$ cat config.mk
export PLATFORM = sky130hd
export DESIGN_NAME = mem_copy_master
export DESIGN_NICKNAME = d
export VERILOG_FILES = /design/src/rtl/mem_copy_master.sv
export SDC_FILE = /design/constraint.sdc
export NUM_CORES = 1
export LEC_CHECK = 0
export CAP_MARGIN = 20
export CORE_UTILIZATION = 54
export DETAILED_ROUTE_END_ITERATION = 7
export PLACE_DENSITY_LB_ADDON = 0.3
export SETUP_SLACK_MARGIN = 0.02
export SYNTH_ARGS = -nofsm -noshare
export SYNTH_HDL_FRONTEND = slang
export SYNTH_SLANG_ARGS = --single-unit
$ cat constraint.sdc
create_clock -name clk -period 4.95 [get_ports clk]
set_input_delay 0.7425 -clock clk [delete_from_list [all_inputs] [get_ports clk]]
set_output_delay 0.7425 -clock clk [all_outputs]
set_load 0.1 [all_outputs]
$ cat src/rtl/mem_copy_master.sv
// Word-copy initiator on the PicoRV32 native memory bus: reads len words from
// src and writes them to dst, one single-word read/write pair at a time.
//
// state    | meaning
// ---------+----------------------------------------------------------
// S_IDLE   | waiting for start; inputs sampled only here
// S_RD     | read request of the current source word on the bus
// S_RD_GAP | one idle bus cycle after the read handshake
// S_WR     | write request of the latched word to the destination
// S_WR_GAP | one idle bus cycle after the write; decide next word or finish
// S_FIN    | end of copy (normal or timed out); done pulses next cycle
module mem_copy_master #(
  parameter int ADDRWIDTH = 32,
  parameter int LENWIDTH  = 16,
  parameter int TIMEOUT   = 255
) (
  input  logic                 clk,
  input  logic                 resetn,
  input  logic                 start,
  input  logic [ADDRWIDTH-1:0] src_addr,
  input  logic [ADDRWIDTH-1:0] dst_addr,
  input  logic [LENWIDTH-1:0]  len,
  output logic                 busy,
  output logic                 done,
  output logic                 error,
  output logic [LENWIDTH-1:0]  words_done,
  output logic                 mem_valid,
  output logic [ADDRWIDTH-1:0] mem_addr,
  output logic [31:0]          mem_wdata,
  output logic [3:0]           mem_wstrb,
  input  logic                 mem_ready,
  input  logic [31:0]          mem_rdata
);

  localparam int CW = (TIMEOUT > 1) ? $clog2(TIMEOUT) : 1;
  localparam logic [CW-1:0]        WAIT_LOAD  = CW'((TIMEOUT > 0) ? TIMEOUT - 1 : 0);
  localparam logic [ADDRWIDTH-1:0] ALIGN_MASK = ~ADDRWIDTH'(3);
  localparam logic [ADDRWIDTH-1:0] WORD_STEP  = ADDRWIDTH'(4);
  localparam bit                   TIMEOUT_EN = (TIMEOUT != 0);

  typedef enum logic [2:0] {
    S_IDLE,
    S_RD,
    S_RD_GAP,
    S_WR,
    S_WR_GAP,
    S_FIN
  } state_t;

  state_t               state;
  logic [ADDRWIDTH-1:0] src_q;
  logic [ADDRWIDTH-1:0] dst_q;
  logic [LENWIDTH-1:0]  len_q;
  logic [CW-1:0]        wait_cnt;
  logic                 hs;
  logic                 timed_out;

  assign hs = mem_valid && mem_ready;
  // wait_cnt counts down the remaining stall cycles; zero means this is the last one allowed
  assign timed_out = TIMEOUT_EN && mem_valid && !mem_ready && (wait_cnt == '0);

  always_ff @(posedge clk) begin
    if (!resetn) begin
      state      <= S_IDLE;
      src_q      <= '0;
      dst_q      <= '0;
      len_q      <= '0;
      wait_cnt   <= '0;
      busy       <= 1'b0;
      done       <= 1'b0;
      error      <= 1'b0;
      words_done <= '0;
      mem_valid  <= 1'b0;
      mem_addr   <= '0;
      mem_wdata  <= '0;
      mem_wstrb  <= 4'h0;
    end else begin
      done <= 1'b0;
      unique case (state)
        S_IDLE: begin
          if (start) begin
            src_q      <= src_addr & ALIGN_MASK;
            dst_q      <= dst_addr & ALIGN_MASK;
            len_q      <= len;
            words_done <= '0;
            error      <= 1'b0;
            busy       <= 1'b1;
            if (len == '0) begin
              state <= S_FIN;
            end else begin
              state     <= S_RD;
              mem_valid <= 1'b1;
              mem_addr  <= src_addr & ALIGN_MASK;
              mem_wstrb <= 4'h0;
              wait_cnt  <= WAIT_LOAD;
            end
          end
        end
        S_RD: begin
          if (hs) begin
            // mem_wdata doubles as the holding register for the word in flight
            mem_wdata <= mem_rdata;
            mem_valid <= 1'b0;
            state     <= S_RD_GAP;
          end else if (timed_out) begin
            mem_valid <= 1'b0;
            error     <= 1'b1;
            state     <= S_FIN;
          end else begin
            wait_cnt <= wait_cnt - 1'b1;
          end
        end
        S_RD_GAP: begin
          mem_valid <= 1'b1;
          mem_addr  <= dst_q;
          mem_wstrb <= 4'hF;
          wait_cnt  <= WAIT_LOAD;
          state     <= S_WR;
        end
        S_WR: begin
          if (hs) begin
            words_done <= words_done + 1'b1;
            src_q      <= src_q + WORD_STEP;
            dst_q      <= dst_q + WORD_STEP;
            mem_valid  <= 1'b0;
            state      <= S_WR_GAP;
          end else if (timed_out) begin
            mem_valid <= 1'b0;
            error     <= 1'b1;
            state     <= S_FIN;
          end else begin
            wait_cnt <= wait_cnt - 1'b1;
          end
        end
        S_WR_GAP: begin
          if (words_done == len_q) begin
            state <= S_FIN;
          end else begin
            mem_valid <= 1'b1;
            mem_addr  <= src_q;
            mem_wstrb <= 4'h0;
            wait_cnt  <= WAIT_LOAD;
            state     <= S_RD;
          end
        end
        S_FIN: begin
          done  <= 1'b1;
          busy  <= 1'b0;
          state <= S_IDLE;
        end
        default: begin
          state <= S_IDLE;
        end
      endcase
    end
  end

endmodule

==> flow_summary_export.csv <==
group,metric,value,unit
final_layout,n_fill_cell,1178,
clock_tree,clock-sinks,171,
sta,post-route-period-util,67.2,%
clock_tree,path_clk_slew,60,ps
min_path,hp-start,"mem_wdata[20]",
final_layout,fin_util,73.8,%
worst_setup_path,criticalPathCategory,"in -> reg",
clock_tree,cts.htree.levels,4,
clock_tree,clock_path_buffers,2,
synth,yosysWarnings,0,
floorplan,core_region_area,15300,sq um
detailed_routing,wl,25300,um
synth,async_flop_share,0,%
floorplan,dieArea,16300,sq um
clock_tree,cts_tree,"done",
sta,tightestPinTransition,1070,ps
synth,yosysTopAreaCell,"dfxtp_1",
grt,grt_usage,31.0,%
synth,syn-num-nets,1228,
clock_tree,clock_latency,430,ps
floorplan,io_pins,204,
floorplan,start_util,55.7,%
grt,grt_pass1_vias,8066,
grt,grt.overflow.total,0,
clock_tree,postCtsHoldBufs,0,
detailed_routing,drt-wirelength-per-cell,17.2,um
final_layout,layout.nets,1368,
synth,ys_ff_latch,171,
worst_setup_path,slowest_stage,"nand2_1",
sta,fmax,0.301,GHz
floorplan,die_h,128,um
synth,synth.area.top_cells,"dfxtp_1 40%, nand2_1 9.0%, a21oi_1 5.7%",
sta,hold_viol_final,0,
min_path,hold_path_class,"reg -> reg",
place,dp_hpwl,16200,um
detailed_routing,drc_errors,0,
sta,setup_violations,0,
clock_tree,cts_resized,0,
sta,rsz0062_at_grt,"false",
worst_setup_path,required,5250,ps
worst_setup_path,crit_family,"simple AND/OR/NAND/NOR gates",
pwr,p_leak,3.97,nW
synth,seq_area_frac_synth,40.1,%
sta,slew_headroom,28.2,%
clock_tree,cts_root_buf,"clkbuf_16",
floorplan,rows,45,
grt,met2_usage,49.4,%
detailed_routing,drtPass1Iterations,6,
synth,synthCells,1107,
worst_setup_path,path_cells,"clkdlybuf4s50_1 > nor3b_1 > o21a_2 > nand2_1 > nand2_1 > nor2_1",
worst_setup_path,worstPathArrival,3630,ps
outcome,status,"complete, no violations",
synth,syn_area,8530,sq um
grt,use_met3,7.51,%
worst_setup_path,startpoint_type,"primary input",
synth,synth_cell_types,63,
min_path,hold-path-cell-count,2,
sta,period_needed,3330,ps
final_layout,drive_gt1_share,6.03,%
worst_setup_path,crit_top_cell,"nand2_1",
detailed_routing,ant_nets,0,
grt,grt_max_degree,72,
floorplan,dieWidth,128,um
final_layout,synthToLayoutAreaGrowth,32.4,%
detailed_routing,viasPerCell,6.05,
grt,met1_usage,40.6,%
grt,grt_pass1_wl,40300,um
grt,antenna_found_initial,1,
place,routabilityCongestion,0.885,
synth,synth_top_area_share,40.1,%
place,port_buffers,199,
clock_tree,cts_setup_buffers,0,
clock_tree,numCtsBuffers,17,
synth,synth_ff_type,"dfxtp_1",
worst_setup_path,r2r-start,"state[1]",
detailed_routing,vias,8902,
detailed_routing,drt_iter0_markers,1049,
worst_setup_path,crit_fanout,28,
worst_setup_path,regToRegSetupSlack,1820,ps
worst_setup_path,max_stage_delay,620,ps
pwr,power_density,338,nW/um^2
sta,tns,0,ps
pwr,max-vdd-ir-drop,0.323,mV
grt,top_usage_layer,"met2",
synth,synth_edf_count,0,
worst_setup_path,path_buf_inv,1,
synth,syn_area_per_cell,7.71,sq um
worst_setup_path,r2r_end,"words_done[3]",
worst_setup_path,critPathCaptureType,"flip-flop",
sta,slew_viol_final,0,
worst_setup_path,worst-r2r-cell-count,5,
run,max_cap_violations,0,
sta,skew,7.27,ps
min_path,hold_path_end,"mem_wdata[20]",
how the worst max path moves through the flow:
stage	endpoint	slack (ps)	from	cells past startpoint
after floorplan	wait_cnt[3]	2160	mem_valid	7
after global placement	words_done[15]	1300	start	6
after detailed placement	words_done[12]	1240	start	6
after CTS	words_done[3]	1640	start	6
after global routing	words_done[3]	1310	start	6
final	words_done[3]	1620	start	6
kinds of logic (layout without fill, tap and decap cells):
group                    after synthesis  after routing  synth area share, %
AO/OA/AOI/OAI                        312            312                 24.6
flip-flops                           171            171                 40.1
buffers and inverters                106            259                 5.07
adder cells (fa/ha/maj)                5              5                0.733
XOR/XNOR                              30             30                 3.08
other                                  0              1                    0
AND/OR/NAND/NOR                      479            479                 26.0
multiplexers                           4              4                0.484
Yosys cell counts, drive strengths merged (16+ instances only):
cell type  count
a21oi         97
a22oi         35
a311oi        42
and3          17
clkbuf        78
dfxtp        171
nand2        204
nand3         32
nand4         16
nor2         107
nor3          34
o21ai         54
xnor2         23
power breakdown:
group / internal [mW] / switching [mW]
Combinational: 0.251 / 0.443
Clock: 1.02 / 0.557
Sequential: 1.46 / 0.0888
sequential cells by signal, summed over array words and instances, names as in the netlist:
register    count
done            1
words_done     16
mem_wstrb       1
mem_valid       1
busy            1
mem_wdata      32
src_q          30
wait_cnt        8
len_q          16
dst_q          30
mem_addr       31
state           3
error           1
layout by cell type, fill, tap and decap left out, drive strengths merged, types with 4 or more instances in the layout:
cell type / n
a211oi: 12
and4: 9
nor3b: 6
clkbuf: 19
or4: 4
nand3: 32
dfxtp: 171
and3: 17
nor2: 107
a22o: 5
nand4: 16
nor3: 34
a221oi: 4
ha: 5
or3: 11
nor4: 15
o41ai: 5
a22oi: 35
o22ai: 4
and2: 10
a311oi: 42
buf: 15
clkdlybuf4s50: 199
a21oi: 97
xor2: 7
xnor2: 23
o21ai: 54
a41oi: 5
inv: 11
a31oi: 14
nand2: 204
clkinv: 8
a2bb2oi: 6
bufinv: 7
o221a: 9
layout make-up:
cell class	count	area (sq um)	share of cell area, %
Sequential cell	171	3420	30.3
Clock inverter	13	244	2.16
Multi-Input combinational cell	830	4730	41.8
Inverter	13	50.0	0.443
Timing Repair Buffer	214	2140	18.9
Clock buffer	19	453	4.01
Antenna cell	1	2.50	0.0221
Tap cell	211	264	2.34
stage by stage:
step | std cells | hold slack, ps | setup slack, ps | power (mW) | cell area [sq um]
global route | 1472 | 467 | 1310 | 3.95 | 11300
floorplan | 1107 | 448 | 2160 | 2.03 | 8530
CTS | 1469 | 454 | 1640 | 3.83 | 11300
detailed placement | 1437 | 446 | 1240 | 2.26 | 10600
global placement | 1437 | 429 | 1300 | 2.25 | 10600
finish | 1472 | 450 | 1620 | 3.82 | 11300
worst register-to-register path: cells and delay by family, from the launching register on:
family | cells | cell delay, ps
flip-flops | 1 | 740
AO/OA/AOI/OAI | 1 | 540
AND/OR/NAND/NOR | 4 | 1720
per-layer routing:
| metal | vias up | part of all wire [%] |
|---|---|---|
| li1 | 4301 | - |
| met1 | 4135 | 43 |
| met2 | 415 | 46 |
| met3 | 51 | 9.1 |
| met4 | 0 | 2.1 |
| met5 | - | 0 |
(Power assumes the default switching activity.)
==> RTL change (config.mk and constraints unchanged) <==
Reset style: asynchronous (`resetn`), changed in one clocked block.
--- a/src/rtl/mem_copy_master.sv
+++ b/src/rtl/mem_copy_master.sv
@@ -59,7 +59,7 @@
   // wait_cnt counts down the remaining stall cycles; zero means this is the last one allowed
   assign timed_out = TIMEOUT_EN && mem_valid && !mem_ready && (wait_cnt == '0);
 
-  always_ff @(posedge clk) begin
+  always_ff @(posedge clk or negedge resetn) begin
     if (!resetn) begin
       state      <= S_IDLE;
       src_q      <= '0;
Behaviour: differs if resetn is asserted again (counterexample within 4 cycles, from zero or initial values and one cycle with resetn low); with resetn held inactive, the same outputs for 4 cycles.
==> RTL change against the original RTL <==
Area after synthesis up 5.1%. Utilization shrank 0.90 points. Routed wire length down 0.84%. Clock skew barely moved. Sequential cell count unchanged. Synthesized cell count fell by 12%. Setup slack improved by 38 ps. Global-route usage fell by 0.39 points. Design area is 3.6% higher. Largest cell class unchanged.
Power is not compared: it rests on default switching activity, and its combinational part moved more than twofold at a synthesized area within 25%.
==> RTL change: results (changes against the original RTL) <==
| Result | Value | Unit | vs unedited |
|:---|:---|:---|:---|
| Status | completed | - |  |
| Crit Path Max Fanout | 26 | - | -7.1% |
| Fraction of area in registers | 36.55 | % | +6.3 points |
| Delay of the slowest cell on the worst path | 760 | ps | +140 ps |
| Tightest slew margin relative to the limit | 30.44 | % | +2.3 points |
| Wire length of the first global-routing pass | 40.15 | mm | -0.27% |
| Pin count of the biggest net entering global routing | 101 | - | +40% |
| Number of DRC markers in iteration 0 | 940 | - | -10% |
| R2R Setup Slk | 1660 | ps | -160 ps |
| Clock buf count | 23 | - | +4 |
| Number of combinational gates with multiple inputs | 725 | - | -13% |
| Routed len/inst | 18.35 | microns | +6.9% |
| Reg2reg path depth | 6 | - | +1 |
| Area of the multi-input gates | 4392 | sq um | -7.1% |
| Reg-to-reg endpoint | src_q[13] | - |  |
| Reg area | 4279 | sq um | +25% |
| Path type of the worst min-delay path | in -> async | - |  |
| Fraction of registers with async set or reset after synthesis | 100.0 | % | +100 points |
| Via count of the first global-routing pass | 8099 | - | +0.41% |
| Startpoint of the most critical setup path | state[0] | - |  |
| TritonRoute pass-1 iters | 8 | - | +2 |
| Filler Cell Count | 1182 | - | +0.34% |
| Weighted congestion at the end of routability-driven global placement | 0.8843 | - | about the same |
| Met1 routing resource usage after global routing | 40.09 | % | -0.56 points |
| Fraction of final layout cells sized beyond drive strength 1 | 10.00 | % | +4.0 points |
| Final wirelength | 25.07 | mm | -0.84% |
| Clk_skew | 7.575 | ps | +0.3023 ps |
| Number of placed instances with taps included | 1336 | - | -7.0% |
| Met2 layer usage reported by global route | 48.55 | % | -0.85 points |
| Met3 Use GR | 8.062 | % | +0.55 points |
| Top cells by count, synth | sky130_fd_sc_hd__nand2_1, sky130_fd_sc_hd__dfrtp_1, sky130_fd_sc_hd__a21oi_1, sky130_fd_sc_hd__nor2_1 | - |  |
| Critical path capture point | src_q[13] | - |  |
| DR vias | 8385 | - | -5.8% |
| Pre-CTS worst setup slack | 1366 | ps | +127.7 ps |
| Number of unique standard cell types used by synthesis | 61 | - | -3.2% |
| Main flop type after synthesis | sky130_fd_sc_hd__dfrtp_1 | - |  |
## RTL change: cell types whose count changed after synthesis, moves of 13 or more
cell / delta
sky130_fd_sc_hd__mux2_2: +51
sky130_fd_sc_hd__a311oi_1: -39
sky130_fd_sc_hd__clkbuf_1: -32
sky130_fd_sc_hd__o22ai_1: +16
sky130_fd_sc_hd__dfxtp_1: -171
sky130_fd_sc_hd__a21oi_1: -20
sky130_fd_sc_hd__nand2_1: -27
sky130_fd_sc_hd__nor3_1: -13
sky130_fd_sc_hd__dfrtp_1: +171
sky130_fd_sc_hd__nor2_1: -41
## RTL change: layer usage
metal	wire [microns]	up-vias
met5	0	-
met4	717	0
met3	2263	68
met2	11790	459
met1	10300	4028
li1	-	3830
## RTL change: logic make-up after synthesis
group	synth area share [%]
multiplexers	8.135
adder cells (fa/ha/maj)	0.6976
buffers and inverters	3.739
AO/OA/AOI/OAI	16.79
AND/OR/NAND/NOR	20.19
flip-flops	47.72
XOR/XNOR	2.735
